File: config.mk
export PLATFORM = sky130hd
export DESIGN_NAME = add_seq_ctrl_flat
export DESIGN_NICKNAME = d
export VERILOG_FILES = /design/src/rtl/add_seq_ctrl_if.sv /design/src/rtl/add_seq_ctrl.sv /design/src/flat_wrapper.sv
export SDC_FILE = /design/constraint.sdc
export NUM_CORES = 1
export LEC_CHECK = 0
export CAP_MARGIN = 20
export CORE_MARGIN = 2
export CORE_UTILIZATION = 35
export CTS_BUF_LIST = sky130_fd_sc_hd__clkbuf_8
export CTS_CLUSTER_DIAMETER = 60
export DETAILED_ROUTE_END_ITERATION = 16
export GPL_ROUTABILITY_DRIVEN = 0
export PLACE_DENSITY = 0.6
export SKIP_LAST_GASP = 1
export SYNTH_ARGS = -nofsm -noshare
export SYNTH_HDL_FRONTEND = slang
export SYNTH_SLANG_ARGS = --single-unit
File: constraint.sdc
create_clock -name clk -period 3.95 [get_ports clk]
set_input_delay 0.5925 -clock clk [delete_from_list [all_inputs] [get_ports clk]]
set_output_delay 0.5925 -clock clk [all_outputs]
set_load 0.01 [all_outputs]
File: src/rtl/add_seq_ctrl_if.sv
// ----------------------------------------------------------------------------
// add_seq_ctrl_if
// Request/response bundle for the nibble-serial adder controller.
//   Request side : in_valid, in_ready, a, b, cin, sub
//   Response side: out_valid, out_ready, sum, cout
//   Status       : busy
// Modports:
//   master - the requester/consumer (drives operands and out_ready)
//   slave  - the add_seq_ctrl block (drives in_ready, result and status)
// ----------------------------------------------------------------------------
interface add_seq_ctrl_if #(
    parameter int NIB = 4
);
    localparam int W = 4 * NIB;

    logic         in_valid;
    logic         in_ready;
    logic [W-1:0] a;
    logic [W-1:0] b;
    logic         cin;
    logic         sub;
    logic         out_valid;
    logic         out_ready;
    logic [W-1:0] sum;
    logic         cout;
    logic         busy;

    modport master (
        output in_valid, a, b, cin, sub, out_ready,
        input  in_ready, out_valid, sum, cout, busy
    );

    modport slave (
        input  in_valid, a, b, cin, sub, out_ready,
        output in_ready, out_valid, sum, cout, busy
    );
endinterface

File: src/rtl/add_seq_ctrl.sv
// ----------------------------------------------------------------------------
// add_seq_ctrl
// Sequential W-bit adder/subtractor (W = 4*NIB) built around a single 4-bit
// ripple adder. One nibble is processed per clock, LSB nibble first; the
// inter-nibble carry lives only in carry_r.
// Ports:
//   clk  - rising-edge clock
//   rst  - synchronous active-high reset
//   bus  - add_seq_ctrl_if.slave: in_valid/in_ready/a/b/cin/sub request,
//          out_valid/out_ready/sum/cout response, busy status
// Subtract is A + ~B + 1, so cout=1 means "no borrow"; cin is ignored then.
// ----------------------------------------------------------------------------

// 4-bit ripple-carry adder (team building block).
module adder_4bit (
    input  logic [3:0] a,
    input  logic [3:0] b,
    input  logic       cin,
    output logic [3:0] sum,
    output logic       cout
);
    logic [4:0] carry_s;

    // Bit-serial ripple through four full adders.
    always_comb begin
        carry_s    = 5'b00000;
        sum        = 4'b0000;
        carry_s[0] = cin;
        for (int i = 0; i < 4; i++) begin
            sum[i]       = a[i] ^ b[i] ^ carry_s[i];
            carry_s[i+1] = (a[i] & b[i]) | (carry_s[i] & (a[i] ^ b[i]));
        end
        cout = carry_s[4];
    end
endmodule

module add_seq_ctrl #(
    parameter int NIB = 4
) (
    input  logic           clk,
    input  logic           rst,
    add_seq_ctrl_if.slave  bus
);
    localparam int W     = 4 * NIB;
    localparam int IDX_W = (NIB > 1) ? $clog2(NIB) : 1;
    localparam logic [IDX_W-1:0] LAST_IDX = IDX_W'(NIB - 1);

    typedef enum logic [1:0] {
        ST_IDLE = 2'd0,
        ST_RUN  = 2'd1,
        ST_DONE = 2'd2
    } state_t;

    state_t           state_r;
    logic [W-1:0]     a_r;
    logic [W-1:0]     b_r;
    logic             sub_r;
    logic             carry_r;
    logic [IDX_W-1:0] idx_r;
    logic [W-1:0]     sum_r;
    logic             cout_r;
    logic             out_valid_r;
    logic             busy_r;
    logic             idle_r;

    logic [IDX_W+1:0] nib_base_s;
    logic [3:0]       a_nib_s;
    logic [3:0]       b_nib_s;
    logic [3:0]       add_sum_s;
    logic             add_cout_s;

    // Select the current operand nibbles; B is inverted for subtract.
    always_comb begin
        nib_base_s = {idx_r, 2'b00};
        a_nib_s    = a_r[nib_base_s +: 4];
        if (sub_r) begin
            b_nib_s = ~b_r[nib_base_s +: 4];
        end else begin
            b_nib_s = b_r[nib_base_s +: 4];
        end
    end

    adder_4bit u_adder (
        .a    (a_nib_s),
        .b    (b_nib_s),
        .cin  (carry_r),
        .sum  (add_sum_s),
        .cout (add_cout_s)
    );

    // Control FSM with all datapath and output registers.
    always_ff @(posedge clk) begin
        if (rst) begin
            state_r     <= ST_IDLE;
            a_r         <= {W{1'b0}};
            b_r         <= {W{1'b0}};
            sub_r       <= 1'b0;
            carry_r     <= 1'b0;
            idx_r       <= {IDX_W{1'b0}};
            sum_r       <= {W{1'b0}};
            cout_r      <= 1'b0;
            out_valid_r <= 1'b0;
            busy_r      <= 1'b0;
            idle_r      <= 1'b1;
        end else begin
            case (state_r)
                ST_IDLE: begin
                    // in_ready is idle_r gated by rst, so in_valid alone is the handshake here.
                    if (bus.in_valid) begin
                        a_r     <= bus.a;
                        b_r     <= bus.b;
                        sub_r   <= bus.sub;
                        carry_r <= bus.sub ? 1'b1 : bus.cin;
                        idx_r   <= {IDX_W{1'b0}};
                        state_r <= ST_RUN;
                        busy_r  <= 1'b1;
                        idle_r  <= 1'b0;
                    end
                end
                ST_RUN: begin
                    sum_r[nib_base_s +: 4] <= add_sum_s;
                    carry_r                <= add_cout_s;
                    if (idx_r == LAST_IDX) begin
                        idx_r       <= {IDX_W{1'b0}};
                        cout_r      <= add_cout_s;
                        out_valid_r <= 1'b1;
                        state_r     <= ST_DONE;
                    end else begin
                        idx_r <= idx_r + IDX_W'(1);
                    end
                end
                ST_DONE: begin
                    // Return to IDLE only; a new request is taken on a later edge.
                    if (bus.out_ready) begin
                        out_valid_r <= 1'b0;
                        busy_r      <= 1'b0;
                        idle_r      <= 1'b1;
                        state_r     <= ST_IDLE;
                    end
                end
                default: begin
                    out_valid_r <= 1'b0;
                    busy_r      <= 1'b0;
                    idle_r      <= 1'b1;
                    idx_r       <= {IDX_W{1'b0}};
                    state_r     <= ST_IDLE;
                end
            endcase
        end
    end

    // in_ready must already be low during the reset cycle itself.
    assign bus.in_ready  = idle_r & ~rst;
    assign bus.out_valid = out_valid_r;
    assign bus.sum       = sum_r;
    assign bus.cout      = cout_r;
    assign bus.busy      = busy_r;
endmodule

File: src/flat_wrapper.sv
// flat-port wrapper written by rule: the top's interface ports become plain ports
module add_seq_ctrl_flat 
#(
    parameter int NIB = 4
)
  (clk, rst, bus_in_valid, bus_a, bus_b, bus_cin, bus_sub, bus_out_ready, bus_in_ready, bus_out_valid, bus_sum, bus_cout, bus_busy);
  add_seq_ctrl_if #(.NIB(NIB)) bus_i ();
  input  logic clk;
  input  logic rst;
  input wire logic [$bits(bus_i.in_valid)-1:0] bus_in_valid;
  input wire logic [$bits(bus_i.a)-1:0] bus_a;
  input wire logic [$bits(bus_i.b)-1:0] bus_b;
  input wire logic [$bits(bus_i.cin)-1:0] bus_cin;
  input wire logic [$bits(bus_i.sub)-1:0] bus_sub;
  input wire logic [$bits(bus_i.out_ready)-1:0] bus_out_ready;
  output wire logic [$bits(bus_i.in_ready)-1:0] bus_in_ready;
  output wire logic [$bits(bus_i.out_valid)-1:0] bus_out_valid;
  output wire logic [$bits(bus_i.sum)-1:0] bus_sum;
  output wire logic [$bits(bus_i.cout)-1:0] bus_cout;
  output wire logic [$bits(bus_i.busy)-1:0] bus_busy;
  assign bus_i.in_valid = bus_in_valid;
  assign bus_i.a = bus_a;
  assign bus_i.b = bus_b;
  assign bus_i.cin = bus_cin;
  assign bus_i.sub = bus_sub;
  assign bus_i.out_ready = bus_out_ready;
  assign bus_in_ready = bus_i.in_ready;
  assign bus_out_valid = bus_i.out_valid;
  assign bus_sum = bus_i.sum;
  assign bus_cout = bus_i.cout;
  assign bus_busy = bus_i.busy;
  add_seq_ctrl #(.NIB(NIB)) u_core (.clk(clk), .rst(rst), .bus(bus_i));
endmodule
==> Flow_metrics.wiki, run 1 <==
{| class="wikitable"
! Metric !! Value
|-
| Compound-cell area share of the yosys netlist || 0.1428
|-
| Via density || 4.778
|-
| Share of synthesized area spent on multiplexers || 0.07283
|-
| WL per Instance || 13.02 um
|-
| Antenna diode count || 0
|-
| Main combinational cell family by area after synthesis || simple AND/OR/NAND/NOR gates
|-
| XOR/XNOR share of the synthesized area || 0.01342
|-
| Count of placed standard cells in the final layout, fillers left out || 446
|-
| Cells along the critical path || mux4_2 > xnor2_1 > fa_1 > fa_1 > fa_1 > fa_1 > nand4b_1 > a21oi_1
|-
| Global-route wire length before repair || 9.729 mm
|-
| Startpoint-to-endpoint class of the critical path || reg -> reg
|-
| Count of max-cap constraint violations || 0
|-
| Actual transition at the worst max-transition pin || 0.6718 ns
|-
| # placed instances || 430
|-
| Result of the run || complete, no violations
|-
| Worst setup SP type || flop
|-
| Largest delay share family, worst path || adder cells
|-
| Detailed-route via count || 2131
|-
| Net count of the mapped netlist || 339
|-
| Peak VDD IR || 177.5 uV
|-
| Yosys warning count || 0
|-
| Post-route fraction of the period consumed by the critical path || 0.8050
|-
| Clock skew after layout || 0.008165 ns
|-
| Met2 track demand over resource || 0.2318
|-
| Die boundary height || 90.38 um
|-
| Setup_tns || 0 ns
|-
| Final routed wirelength across all metal layers || 5.807 mm
|-
| Antenna Violating Nets Remaining || 0
|-
| Overall track demand over capacity in global routing || 0.1489
|-
| Worst path arrival time || 3.44 ns
|-
| Number of max-slew violations in the final report || 0
|-
| Fraction of met1 tracks used by global routing || 0.1929
|-
| Gate count after technology mapping || 291
|-
| Synthesis-to-layout area growth || 34.16%
|-
| Crit-path max FO || 4
|-
| Die outline width || 90.38 um
|-
| Maximum level of the CTS H-tree || 3
|-
| Critical path endpoint category || flop
|-
| Number of remaining DRC errors || 0
|-
| Distinct cells, synth || 36
|-
| Crit path top cell by count || sky130_fd_sc_hd__fa_1
|-
| TritonCTS clock tree || yes
|-
| Number of flip-flops and latches in the synthesized netlist || 58
|-
| Port bufs || 57
|-
| Simple-gate portion of the synthesized area || 0.2199
|-
| Fraction of layout instances using a drive strength above 1 || 0.09798
|-
| Buf/Inv on CP || 0
|-
| Resize count post-CTS || 0
|-
| Floorplan core area || 0.007253 mm2
|-
| Adder and majority gate portion of the synthesized area || 0.05942
|-
| Tmin final || 3.180 ns
|-
| Peak per-stage delay on the critical path || 0.52 ns
|-
| CTS hold repair buffers || 0
|-
| Max Fclk || 314.5 MHz
|-
| Setup repair after global routing missed its margin || no
|-
| Number of iterations in the first detailed-routing pass || 4
|-
| Number of nets in the final layout || 390
|-
| Register area share after synthesis || 0.4447
|-
| Number of ports placed on the die boundary || 58
|-
| Site Rows || 31
|-
| Critical-path cell with the highest stage delay || sky130_fd_sc_hd__mux4_2
|-
| Final total power || 1.506 mW
|-
| Most frequent standard cell in the layout excluding fill and tap cells || sky130_fd_sc_hd__nand2_1
|-
| Post-route core utilization || 0.4830
|-
| Largest net degree at the start of global routing || 67
|-
| GRT Max-Usage Layer || met2
|-
| Met3 layer usage reported by global route || 0.05760
|-
| Final count of hold timing violations || 0
|-
| Relative slew slack || 0.5512
|-
| Required time worst endpoint || 4.21 ns
|-
| Clock net sink count || 58
|-
| Gr ovfl total || 0
|-
| Setup-violating endpoint count in the final report || 0
|-
| Number of buffers created by CTS || 9
|-
| Cell area after synthesis || 0.002611 mm2
|-
| Root Driver || sky130_fd_sc_hd__clkbuf_8
|-
| DP Wirelength || 4.082 mm
|-
| Post-CTS repair timing setup buffer count || 0
|-
| Vias in the first global route || 2029
|-
| Static power due to leakage || 1.221 nW
|-
| Skew-Pair Late Insertion Delay || 0.34 ns
|-
| Power density over the cells || 429.8 mW/mm2
|-
| Initial core utilization || 0.3600
|-
| Most used cells in the layout excluding fill and tap cells || sky130_fd_sc_hd__nand2_1 (74), sky130_fd_sc_hd__dfxtp_1 (58), sky130_fd_sc_hd__clkdlybuf4s50_1 (56)
|-
| Max clock buf depth || 2
|-
| Antenna violations before repair || 0
|-
| Violation count after the first detailed-routing iteration || 90
|-
| Average instance area after synthesis || 8.973 um2
|-
| Clock-pin slew on the worst setup and hold paths || 0.06 ns
|-
| Die area || 0.008168 mm2
|-
| Hold Path Class || reg -> reg
|}
-- layout make-up --
cell class | count | area (um2)
Sequential cell | 58 | 1161
Inverter | 10 | 37.54
Clock inverter | 5 | 100.1
Multi-Input combinational cell | 202 | 1334
Tap cell | 99 | 123.9
Fill cell | 712 | 3750
Timing Repair Buffer | 61 | 595.6
Clock buffer | 11 | 151.4
-- state kept, by name, summed over array words and instances, names as in the netlist, 2 cells and up --
name and count:
u_core.a_r 16, u_core.b_r 16, u_core.bus.sum 16, u_core.idx_r 2, u_core.state_r 2
-- worst reg2reg max path, cell delays in order (launching register included) --
cell	delay, ns
sky130_fd_sc_hd__dfxtp_1	0.35
sky130_fd_sc_hd__mux4_2	0.52
sky130_fd_sc_hd__xnor2_1	0.15
sky130_fd_sc_hd__fa_1	0.38
sky130_fd_sc_hd__fa_1	0.40
sky130_fd_sc_hd__fa_1	0.39
sky130_fd_sc_hd__fa_1	0.51
sky130_fd_sc_hd__nand4b_1	0.21
sky130_fd_sc_hd__a21oi_1	0.19
-- power by group --
part,switching [mW],internal [mW]
logic,0.0926,0.0992
clock network,0.234,0.451
registers,0.0174,0.612
-- Yosys cell counts --
cell type	instances	area share
sky130_fd_sc_hd__mux4_2	8	0.069
sky130_fd_sc_hd__nand4b_1	8	0.027
sky130_fd_sc_hd__or2_2	1	0.0024
sky130_fd_sc_hd__mux2i_1	1	0.0038
sky130_fd_sc_hd__o21a_1	1	0.0029
sky130_fd_sc_hd__a221oi_1	1	0.0034
sky130_fd_sc_hd__fa_1	4	0.031
sky130_fd_sc_hd__buf_1	1	0.0014
sky130_fd_sc_hd__or4b_1	1	0.0038
sky130_fd_sc_hd__inv_1	10	0.014
sky130_fd_sc_hd__buf_4	1	0.0029
sky130_fd_sc_hd__or3b_2	1	0.0034
sky130_fd_sc_hd__nand3b_1	2	0.0057
sky130_fd_sc_hd__nor2_1	6	0.0086
sky130_fd_sc_hd__nand2b_1	11	0.026
sky130_fd_sc_hd__nor3_1	2	0.0038
sky130_fd_sc_hd__buf_2	2	0.0038
sky130_fd_sc_hd__nor3b_2	1	0.0048
sky130_fd_sc_hd__a32oi_1	2	0.0067
sky130_fd_sc_hd__clkbuf_1	17	0.024
sky130_fd_sc_hd__a311oi_1	1	0.0034
sky130_fd_sc_hd__xnor2_1	4	0.013
sky130_fd_sc_hd__and3b_2	1	0.0038
sky130_fd_sc_hd__and2_1	1	0.0024
sky130_fd_sc_hd__nand2_1	74	0.11
sky130_fd_sc_hd__a21o_1	1	0.0029
sky130_fd_sc_hd__dfxtp_1	58	0.44
sky130_fd_sc_hd__o32a_1	1	0.0038
sky130_fd_sc_hd__a21oi_1	47	0.090
sky130_fd_sc_hd__and3b_1	1	0.0034
sky130_fd_sc_hd__nor3b_1	2	0.0057
sky130_fd_sc_hd__o32ai_1	8	0.027
sky130_fd_sc_hd__nor2b_1	3	0.0072
sky130_fd_sc_hd__or4b_4	1	0.0053
sky130_fd_sc_hd__o21bai_1	1	0.0029
sky130_fd_sc_hd__ha_1	6	0.029
-- cells by family after synthesis --
| family | count (synthesis) |
|---|---|
| simple gates | 116 |
| compound gates | 63 |
| flops | 58 |
| buf+inv | 31 |
| fa+ha+maj | 10 |
| mux | 9 |
| xor+xnor | 4 |
-- final timing paths --
path,depth (start not counted),to,from,slack [ns]
min,2,u_core.bus.sum[6],u_core.bus.sum[6],0.45
min reg2reg,2,u_core.bus.sum[6],u_core.bus.sum[6],0.45
max reg2reg,8,u_core.bus.sum[11],u_core.idx_r[0],0.77
max,8,u_core.bus.sum[11],u_core.idx_r[0],0.77
-- per-stage QoR --
stage          worst slack (ns)  area, um2  hold slack, ns
6_report                 0.7701       3503          0.4506
5_1_grt                  0.6156       3503          0.4668
4_1_cts                  0.7766       3503          0.4523
3_5_place_dp             0.8261       3252          0.4438
3_3_place_gp             0.8638       3252          0.4388
2_1_floorplan            0.7275       2611          0.4331
-- per-layer routing --
metal  wire length [um]  up-vias
met4                 49        0
met3                288        5
met5                  0        -
li1                   -     1099
met1               2805      972
met2               2664       55
No activity file was read; power rests on OpenSTA's default activity.
==> run 2: changes to the inputs <==
--- a/config.mk
+++ b/config.mk
@@ -12,7 +12,7 @@
 export CTS_CLUSTER_DIAMETER = 60
 export DETAILED_ROUTE_END_ITERATION = 16
 export GPL_ROUTABILITY_DRIVEN = 0
-export PLACE_DENSITY = 0.6
+export PLACE_DENSITY = 0.62
 export SKIP_LAST_GASP = 1
 export SYNTH_ARGS = -nofsm -noshare
 export SYNTH_HDL_FRONTEND = slang
==> constraint.sdc (replaced) <==
create_clock -name clk -period 2.75 [get_ports clk]
set_input_delay 0.4125 -clock clk [delete_from_list [all_inputs] [get_ports clk]]
set_output_delay 0.4125 -clock clk [all_outputs]
set_load 0.01 [all_outputs]
==> run 2 against run 1 <==
  * The run now ends with negative setup slack left
  * Worst hold slack worse by 0.0012 ns
  * First-iteration DRC count rose by 12%
  * Combinational power is 54% higher
  * Sequential power rose by 44%
  * Maximum frequency up 8.2%
  * Power increased by 39%
  * Cell count increased by 1.3%
  * Non-clock buffer count up 6
  * Register-to-register slack got worse by 0.96 ns
  * Largest cell class unchanged
  * Highest routed layer unchanged
==> Flow_metrics.wiki, run 2 (synthesis results as in run 1) <==
{| class="wikitable"
! Metric !! Value
|-
| Max Fclk || 340.1 MHz (+8.2%)
|-
| Final routed wirelength across all metal layers || 5.983 mm (+3.0%)
|-
| Antenna diode count || 0 (unchanged)
|-
| Setup_tns || -0.6769 ns (-0.6769 ns)
|-
| Result of the run || complete, but fails checks
|-
| Worst path arrival time || 3.14 ns (-0.30 ns)
|-
| Power density over the cells || 589.6 mW/mm2 (+37%)
|-
| Gr ovfl total || 0 (unchanged)
|-
| Clock skew after layout || 0.01140 ns (+0.003238 ns)
|-
| Global-route wire length before repair || 10.06 mm (+3.4%)
|-
| Die outline width || 90.38 um (unchanged)
|-
| Critical-path cell with the highest stage delay || sky130_fd_sc_hd__fa_2
|-
| Actual transition at the worst max-transition pin || 0.6838 ns (+0.01207 ns)
|-
| Antenna Violating Nets Remaining || 0 (unchanged)
|-
| Crit-path max FO || 4 (unchanged)
|-
| Site Rows || 31 (unchanged)
|-
| Maximum level of the CTS H-tree || 3 (unchanged)
|-
| Root Driver || sky130_fd_sc_hd__clkbuf_8
|-
| Tmin final || 2.940 ns (-0.2398 ns)
|-
| Number of buffers created by CTS || 9 (unchanged)
|-
| Skew-Pair Late Insertion Delay || 0.34 ns (about the same)
|-
| Via density || 4.861 (+1.7%)
|-
| Violation count after the first detailed-routing iteration || 101 (+12%)
|-
| Floorplan core area || 0.007253 mm2 (unchanged)
|-
| WL per Instance || 13.24 um (+1.7%)
|-
| Hold Path Class || reg -> reg
|-
| Violated checks || negative setup slack
|-
| Die area || 0.008168 mm2 (unchanged)
|-
| Cells along the critical path || mux4_2 > xnor2_1 > fa_2 > fa_2 > fa_2 > fa_2 > nand4b_1 > a21oi_1
|-
| Setup repair after global routing missed its margin || yes
|-
| TritonCTS clock tree || yes
|-
| Number of nets in the final layout || 396 (+1.5%)
|-
| Initial core utilization || 0.3600 (unchanged)
|-
| Clock-pin slew on the worst setup and hold paths || 0.07 ns (about the same)
|-
| DP Wirelength || 4.223 mm (+3.4%)
|-
| Overall track demand over capacity in global routing || 0.1530 (+0.004056)
|-
| Final count of hold timing violations || 0 (unchanged)
|-
| Vias in the first global route || 2104 (+3.7%)
|-
| Worst setup SP type || flop
|-
| Most frequent standard cell in the layout excluding fill and tap cells || sky130_fd_sc_hd__nand2_1
|-
| Count of max-cap constraint violations || 0 (unchanged)
|-
| Peak per-stage delay on the critical path || 0.57 ns (+0.05 ns)
|-
| Die boundary height || 90.38 um (unchanged)
|-
| Post-route fraction of the period consumed by the critical path || 1.069 (+0.2641)
|-
| Clock net sink count || 58 (unchanged)
|-
| Number of iterations in the first detailed-routing pass || 4 (unchanged)
|-
| Number of max-slew violations in the final report || 0 (unchanged)
|-
| Fraction of layout instances using a drive strength above 1 || 0.1303 (+0.03233)
|-
| Number of ports placed on the die boundary || 58 (unchanged)
|-
| Synthesis-to-layout area growth || 35.98%
|-
| Most used cells in the layout excluding fill and tap cells || sky130_fd_sc_hd__nand2_1 (74), sky130_fd_sc_hd__dfxtp_1 (57), sky130_fd_sc_hd__clkdlybuf4s50_1 (56)
|-
| Worst-case setup margin in the final layout || -0.1901 ns (-0.9602 ns)
|-
| Largest net degree at the start of global routing || 67 (unchanged)
|-
| Critical path endpoint category || flop
|-
| Required time worst endpoint || 2.95 ns (-1.26 ns)
|-
| Port bufs || 57 (unchanged)
|-
| Crit path top cell by count || sky130_fd_sc_hd__fa_2
|-
| Static power due to leakage || 1.250 nW (+2.3%)
|-
| Number of remaining DRC errors || 0 (unchanged)
|-
| Detailed-route via count || 2197 (+3.1%)
|-
| Setup-violating endpoint count in the final report || 5 (+5)
|-
| Peak VDD IR || 239.6 uV (+35%)
|-
| Final total power || 2.093 mW (+39%)
|-
| Max clock buf depth || 2 (unchanged)
|-
| Relative slew slack || 0.5441 (-0.007075)
|-
| Antenna violations before repair || 0 (unchanged)
|-
| Startpoint-to-endpoint class of the critical path || reg -> reg
|-
| CTS hold repair buffers || 0 (unchanged)
|}
==> run 2: critical path, delay by kind of cell, from the launching register on <==
family | cells | cell delay [ns]
and+or+nand+nor | 1 | 0.13
xor gates and xnor gates | 1 | 0.15
AOI/OAI and AO/OA | 1 | 0.07
muxes | 1 | 0.50
adders and majority gates | 4 | 1.61
DFF | 1 | 0.34
==> run 2: power breakdown <==
group	leakage (nW)	switching [mW]	total, mW	internal (mW)
sequential	0.474	0.0248	0.904	0.879
combinational	0.655	0.140	0.296	0.156
clock	0.121	0.337	0.893	0.556
total	1.25	0.502	2.09	1.59
==> run 2: timing repair <==
action,4_1_cts,5_1_grt
setup buffers,0,1
resized for setup,0,1
setup endpoints to repair,5,5
pin swaps,1,1
==> run 2: worst paths after layout <==
path	slack, ns	from	endpoint	cells after the start
max	-0.19	u_core.idx_r[0]	u_core.bus.sum[11]	8
min	0.45	u_core.bus.sum[6]	u_core.bus.sum[6]	2
max reg2reg	-0.19	u_core.idx_r[0]	u_core.bus.sum[11]	8
min reg2reg	0.45	u_core.bus.sum[6]	u_core.bus.sum[6]	2
==> run 2: through the flow <==
stage	instance area, um2	setup WS [ns]	hold slack [ns]	util	instances
5_1_grt	3551	-0.2636	0.4742	0.4896	452
2_1_floorplan	2634	-0.2776	0.4331	-	291
4_1_cts	3536	-0.1967	0.4540	0.4875	451
6_report	3551	-0.1901	0.4493	0.4896	452
3_5_place_dp	3307	-0.2448	0.4452	0.4559	435
3_3_place_gp	3307	-0.2185	0.4388	0.4559	435
==> run 2: layout make-up <==
type / instances / area, um2
fill: 734 / 3702
multi-input combinational: 202 / 1358
sequential: 58 / 1162
timing repair buffer: 67 / 640.6
clock buffer: 11 / 151.4
tap: 99 / 123.9
clock inverter: 5 / 77.57
inverter: 10 / 37.54
==> run 2: per-layer routing <==
layer  global-route usage  vias to the layer above  share of wire
li1                     -                     1110              -
met1               0.2001                     1023           0.48
met2               0.2281                       49           0.45
met3              0.03756                       15          0.041
met4              0.09231                        0          0.028
met5                    0                        -              0
==> variant 1: new RTL, settings of run 2 <==
Encoding of `state_t`: now one-hot (3 bits for 3 states).
--- a/src/rtl/add_seq_ctrl.sv
+++ b/src/rtl/add_seq_ctrl.sv
@@ -46,8 +46,8 @@
     localparam logic [IDX_W-1:0] LAST_IDX = IDX_W'(NIB - 1);
 
-    typedef enum logic [1:0] {
-        ST_IDLE = 2'd0,
-        ST_RUN  = 2'd1,
-        ST_DONE = 2'd2
+    typedef enum logic [2:0] {
+        ST_IDLE = 3'b001,
+        ST_RUN  = 3'b010,
+        ST_DONE = 3'b100
     } state_t;
 
Function: no difference found for any inputs over 10 cycles, from zero or initial values and one cycle with rst high; not proved beyond that.
==> variant 1 against run 2 <==
The flow still finishes with violations (setup timing). Power decreased by 9.2%. Synthesized cell count up 6.2%. Setup slack worse by 0.12 ns. Clock skew down 0.0045 ns. Wire length is 6.0% higher. Sequential power increased by 2.3%. Cell area increased by 3.3%. Sequential cell count is 1 higher. First-iteration DRC count down 5.9%. Area after synthesis increased by 7.3%. Cell count increased by 5.3%. Die area increased by 7.0%. Largest power group unchanged.
==> variant 1: results (changes against run 2) <==
| Metric | Value |
|---|---|
| Status | finished with violations |
| Failing checks | setup timing |
| Clock net power | 0.000708 W (-21%) |
| WL/cell | 13.3 µm (+0.61%) |
| Filler cells | 774 (+5.4%) |
| Final WL | 6340 µm (+6.0%) |
| Min-delay src | u_core.bus.sum[5]$_SDFFE_PP0P_ |
| Final worst slack | -0.308 ns (-0.118 ns) |
| Commonest cells post-synth | nand2_1 (86), dfxtp_1 (59), a21oi_1 (56) |
| Overall Global Routing Usage | 0.157 (+0.00418) |
| Clock Skew | 0.00690 ns (-0.00450 ns) |
| Setup Viol. Count Final | 8 (+3) |
| Post-synthesis sequential area ratio | 0.422 (-0.0230) |
| Yosys cell types | 38 (+5.6%) |
| P_seq | 0.000925 W (+2.3%) |
| Detail Placement HPWL | 4530 µm (+7.3%) |
| Period utilisation layout | 1.11 (+0.0429) |
| Setup_tns | -1.48 ns (-0.800 ns) |
| Power density over the cells | 518 nW/µm² (-12%) |
| Dpl ws | -0.303 ns (-0.0579 ns) |
| Syn_nets | 357 (+5.3%) |
| Vias in the first global route | 2299 (+9.3%) |
| Via density | 4.83 (-0.55%) |
| VDD IR max | 224 µV (-6.3%) |
| Area contributors post-synth | dfxtp_1 (42%), nand2_1 (12%), a21oi_1 (10%) |
| Largest net degree at the start of global routing | 56 (-16%) |
| Nets@finish | 417 (+5.3%) |
| Worst Tran Pin Value | 0.624 ns (-0.0601 ns) |
| Area after DPL | 3480 µm² (+5.4%) |
variant 1: critical path: stages (launching register included):
cell and delay (ns):
dfxtp_4 0.36, mux4_2 0.52, xor2_1 0.17, fa_2 0.34
fa_2 0.34, inv_2 0.06, fa_2 0.20, fa_2 0.47
or3b_1 0.38, a21oi_2 0.15
variant 1: final cells by class:
cell class                 instances  area [µm²]  share of cell area
clock buffer                      10         138              0.0375
sequential                        59        1180               0.323
inverter                           6        22.5             0.00614
timing repair buffer              70         663               0.181
clock inverter                     6        40.0              0.0109
tap                              102         128              0.0348
multi-input combinational        223        1490               0.407
variant 1: kinds of logic (layout without fill, tap and decap cells):
| kind of cell | Yosys count | in the layout | share of synthesized area |
|---|---|---|---|
| adders and majority gates | 10 | 10 | 0.0554 |
| and+or+nand+nor | 131 | 131 | 0.260 |
| muxes | 9 | 9 | 0.0679 |
| DFF | 59 | 59 | 0.422 |
| AOI/OAI and AO/OA | 69 | 69 | 0.132 |
| buffers and inverters | 27 | 92 | 0.0505 |
| xor gates and xnor gates | 4 | 4 | 0.0125 |
variant 1: metal layers:
metal  track usage  wire length (µm)  part of all wire
met5             0                 0                 0
met4        0.0404                64             0.010
met1         0.196              2960              0.47
met2         0.264              3070              0.48
met3        0.0483               247             0.039
variant 1: path summary, 6_finish.rpt:
check,depth (start not counted),end,slack (ns)
max,9,u_core.bus.sum[11]$_SDFFE_PP0P_,-0.31
min,2,u_core.bus.sum[5]$_SDFFE_PP0P_,0.45
max reg2reg,9,u_core.bus.sum[11]$_SDFFE_PP0P_,-0.31
min reg2reg,2,u_core.bus.sum[5]$_SDFFE_PP0P_,0.45
variant 1: timing repair:
| item | 4_1_cts | 5_1_grt |
|---|---|---|
| setup endpoints to repair | 8 | 8 |
| gates resized for setup | 1 | 1 |
| pin swaps | 3 | 6 |
==> variant 2: new RTL, config.mk and constraints of run 2 <==
Made on the original files. `NIB` is set to 4 in 3 places; all go to 2. Comments in the files are not updated.
--- a/src/rtl/add_seq_ctrl_if.sv
+++ b/src/rtl/add_seq_ctrl_if.sv
@@ -10,5 +10,5 @@
 // ----------------------------------------------------------------------------
 interface add_seq_ctrl_if #(
-    parameter int NIB = 4
+    parameter int NIB = 2
 );
     localparam int W = 4 * NIB;
--- a/src/rtl/add_seq_ctrl.sv
+++ b/src/rtl/add_seq_ctrl.sv
@@ -36,5 +36,5 @@
 
 module add_seq_ctrl #(
-    parameter int NIB = 4
+    parameter int NIB = 2
 ) (
     input  logic           clk,
--- a/src/flat_wrapper.sv
+++ b/src/flat_wrapper.sv
@@ -2,5 +2,5 @@
 module add_seq_ctrl_flat 
 #(
-    parameter int NIB = 4
+    parameter int NIB = 2
 )
   (clk, rst, bus_in_valid, bus_a, bus_b, bus_cin, bus_sub, bus_out_ready, bus_in_ready, bus_out_valid, bus_sum, bus_cout, bus_busy);
Ports: changed (resized bus_a, bus_b and bus_sum); port bits go from 58 to 34. No check against the original RTL was run, so the function may have changed too.
==> variant 2 against run 2 <==
Sequential cell count down 25. Maximum frequency is 16% higher. Area after synthesis down 43%. Setup slack improved by 0.41 ns. First-iteration DRC count down 60%. Power down 45%. Wire length is 51% lower. Count of clock-buffer cells in the layout shrank 4. Worst hold slack better by 0.0078 ns. Cell area is 46% lower. Die area fell by 42%. Cell count shrank 46%.
==> variant 2: results (changes against run 2) <==
| Metric | Value |
|---|---|
| Reg2Reg Depth | 10 (+2) |
| Yosys cell types | 29 (-19%) |
| Grt met1 use | 0.173 (-0.0269) |
| Overall Global Routing Usage | 0.141 (-0.0119) |
| Setup_tns | 0 ns (+0.677 ns) |
| Vias in the first global route | 1031 (-51%) |
| Largest net degree at the start of global routing | 34 (-49%) |
| WL/cell | 12.0 µm (-9.5%) |
| Reg2Reg Launch Point | u_core.idx_r$_SDFFE_PP0P_ |
| Hold endpoint | u_core.b_r[3]$_SDFFE_PP0P_ |
| VDD IR max | 262 µV (+9.2%) |
| Post-CTS setup buffers | 0 (unchanged) |
| CTS H-Tree Depth | 2 (-1) |
| Area after DPL | 1800 µm² (-45%) |
| Non-filler cells, final | 243 (-46%) |
| CP peak stage delay | 0.40 ns (-0.17 ns) |
| Final hold slack | 0.457 ns (+0.00783 ns) |
| Syn_nets | 187 (-45%) |
| R2R setup slack | 0.22 ns (+0.41 ns) |
| Antenna Cells | 0 (unchanged) |
| Critical R2R Capture | u_core.carry_r$_SDFFE_PP0P_ |
| Synth async-reset ratio | 0 (unchanged) |
| Syn. warnings | 0 (unchanged) |
| Clock Skew | 0.00335 ns (-0.00805 ns) |
| Status | completed |
| Share of cells above drive strength 1 | 0.0933 (-0.0370) |
| First-pass GRT wire length | 4770 µm (-53%) |
| CP Max Fanout | 4 (unchanged) |
| Nets@finish | 218 (-45%) |
| Clk Latency, worst-skew pair | 0.28 ns (-0.06 ns) |
| Pleak | 0.700 nW (-44%) |
| Min-delay src | u_core.b_r[3]$_SDFFE_PP0P_ |
| Via density | 4.73 (-2.7%) |
| IO Port Bufs | 33 (-42%) |
| WP data arrival | 2.73 ns (-0.41 ns) |
| Root Buffer | clkbuf_8 |
| Hold path cells | 2 (unchanged) |
| Total CTS buffers | 5 (-4) |
| Worst Tran Pin Value | 0.618 ns (-0.0659 ns) |
| Area contributors post-synth | dfxtp_1 (45%), nand2_1 (8.6%), a21oi_1 (7.8%) |
| Detail Placement HPWL | 2180 µm (-48%) |
| Hold Crit Class | reg -> reg |
| Met3 GRT Util | 0.0390 (+0.00140) |
| GR Util met2 | 0.221 (-0.00692) |
| CTS Buffer Depth | 2 (unchanged) |
| Cells after synthesis | 161 (-45%) |
| Worst-path clk slew | 0.07 ns (about the same) |
| CP max stage cell | fa_1 |
| Initial DRC count | 40 (-60%) |
| Commonest cells post-synth | nand2_1 (34), dfxtp_1 (33), a21oi_1 (23) |
| Initial antenna violation count | 0 (unchanged) |
| TritonRoute pass-1 iters | 4 (unchanged) |
| Post-synthesis sequential area ratio | 0.447 (+0.00242) |
| CP delay by family, top | adder cells |
[variant 2: cell count changes in the layout (fill, tap and decap cells not counted), sizes merged, moves of 7 or more]
cell / delta
dfxtp: -25
a21oi: -24
nor2: +7
o32ai: -8
mux4: -8
inv: -8
clkdlybuf4s50: -23
buf: -8
nand2b: -9
nand4b: -8
nand2: -39
mux2i: +9
[variant 2: power breakdown]
part,total [W],internal (W),switching (W)
Combinational,0.000209,0.000112,0.0000969
Sequential,0.000539,0.000513,0.0000263
Clock,0.000396,0.000226,0.000170
[variant 2: repair_timing]
action	CTS	global route
hold buffers	0	0
resized for setup	0	2
setup endpoints to repair	0	2
[variant 2: metrics by stage]
step | setup slack (ns) | total power, W | util
after floorplan | 0.0401 | 0.000684 | -
after global placement | 0.269 | 0.000751 | 0.448
after detailed placement | 0.185 | 0.000760 | 0.448
after CTS | 0.167 | 0.00116 | 0.473
after global routing | 0.0335 | 0.00121 | 0.475
final | 0.223 | 0.00114 | 0.475
[variant 2: logic make-up (layout without fill, tap and decap cells)]
kind of cell / after synthesis / after routing / synth area share
multiplexers: 12 / 12 / 0.0830
flip-flops: 33 / 33 / 0.447
buffers and inverters: 15 / 47 / 0.0677
XOR/XNOR: 4 / 4 / 0.0237
AND/OR/NAND/NOR: 58 / 58 / 0.189
adder cells (fa/ha/maj): 4 / 4 / 0.0542
AO/OA/AOI/OAI: 35 / 35 / 0.135
[variant 2: layer usage]
layer,vias up,share of wire
met4,0,0.015
met2,22,0.49
li1,602,-
met3,4,0.045
met1,521,0.45
met5,-,0
[variant 2: worst max path at each step]
stage,cells after the start,endpoint,startpoint,slack [ns]
2_1_floorplan,8,u_core.bus.sum[7]$_SDFFE_PP0P_,u_core.idx_r$_SDFFE_PP0P_,0.04
3_3_place_gp,7,u_core.bus.sum[7]$_SDFFE_PP0P_,u_core.idx_r$_SDFFE_PP0P_,0.27
3_5_place_dp,7,u_core.bus.sum[3]$_SDFFE_PP0P_,u_core.idx_r$_SDFFE_PP0P_,0.18
4_1_cts,7,u_core.bus.sum[3]$_SDFFE_PP0P_,u_core.idx_r$_SDFFE_PP0P_,0.17
5_1_grt,10,u_core.carry_r$_SDFFE_PP0P_,u_core.idx_r$_SDFFE_PP0P_,0.03
6_report,10,u_core.carry_r$_SDFFE_PP0P_,u_core.idx_r$_SDFFE_PP0P_,0.22
[variant 2: tightest hold or removal path: stages, from the launching register on]
cell	delay [ns]
dfxtp_1	0.31
nand2_1	0.05
a21oi_1	0.05
[variant 2: final cells by class]
type / count / area, µm²
Multi-Input combinational cell: 113 / 722
Timing Repair Buffer: 36 / 353
Inverter: 3 / 11.3
Clock inverter: 1 / 5.00
Sequential cell: 33 / 662
Fill cell: 396 / 2120
Clock buffer: 7 / 96.3
Tap cell: 50 / 62.6
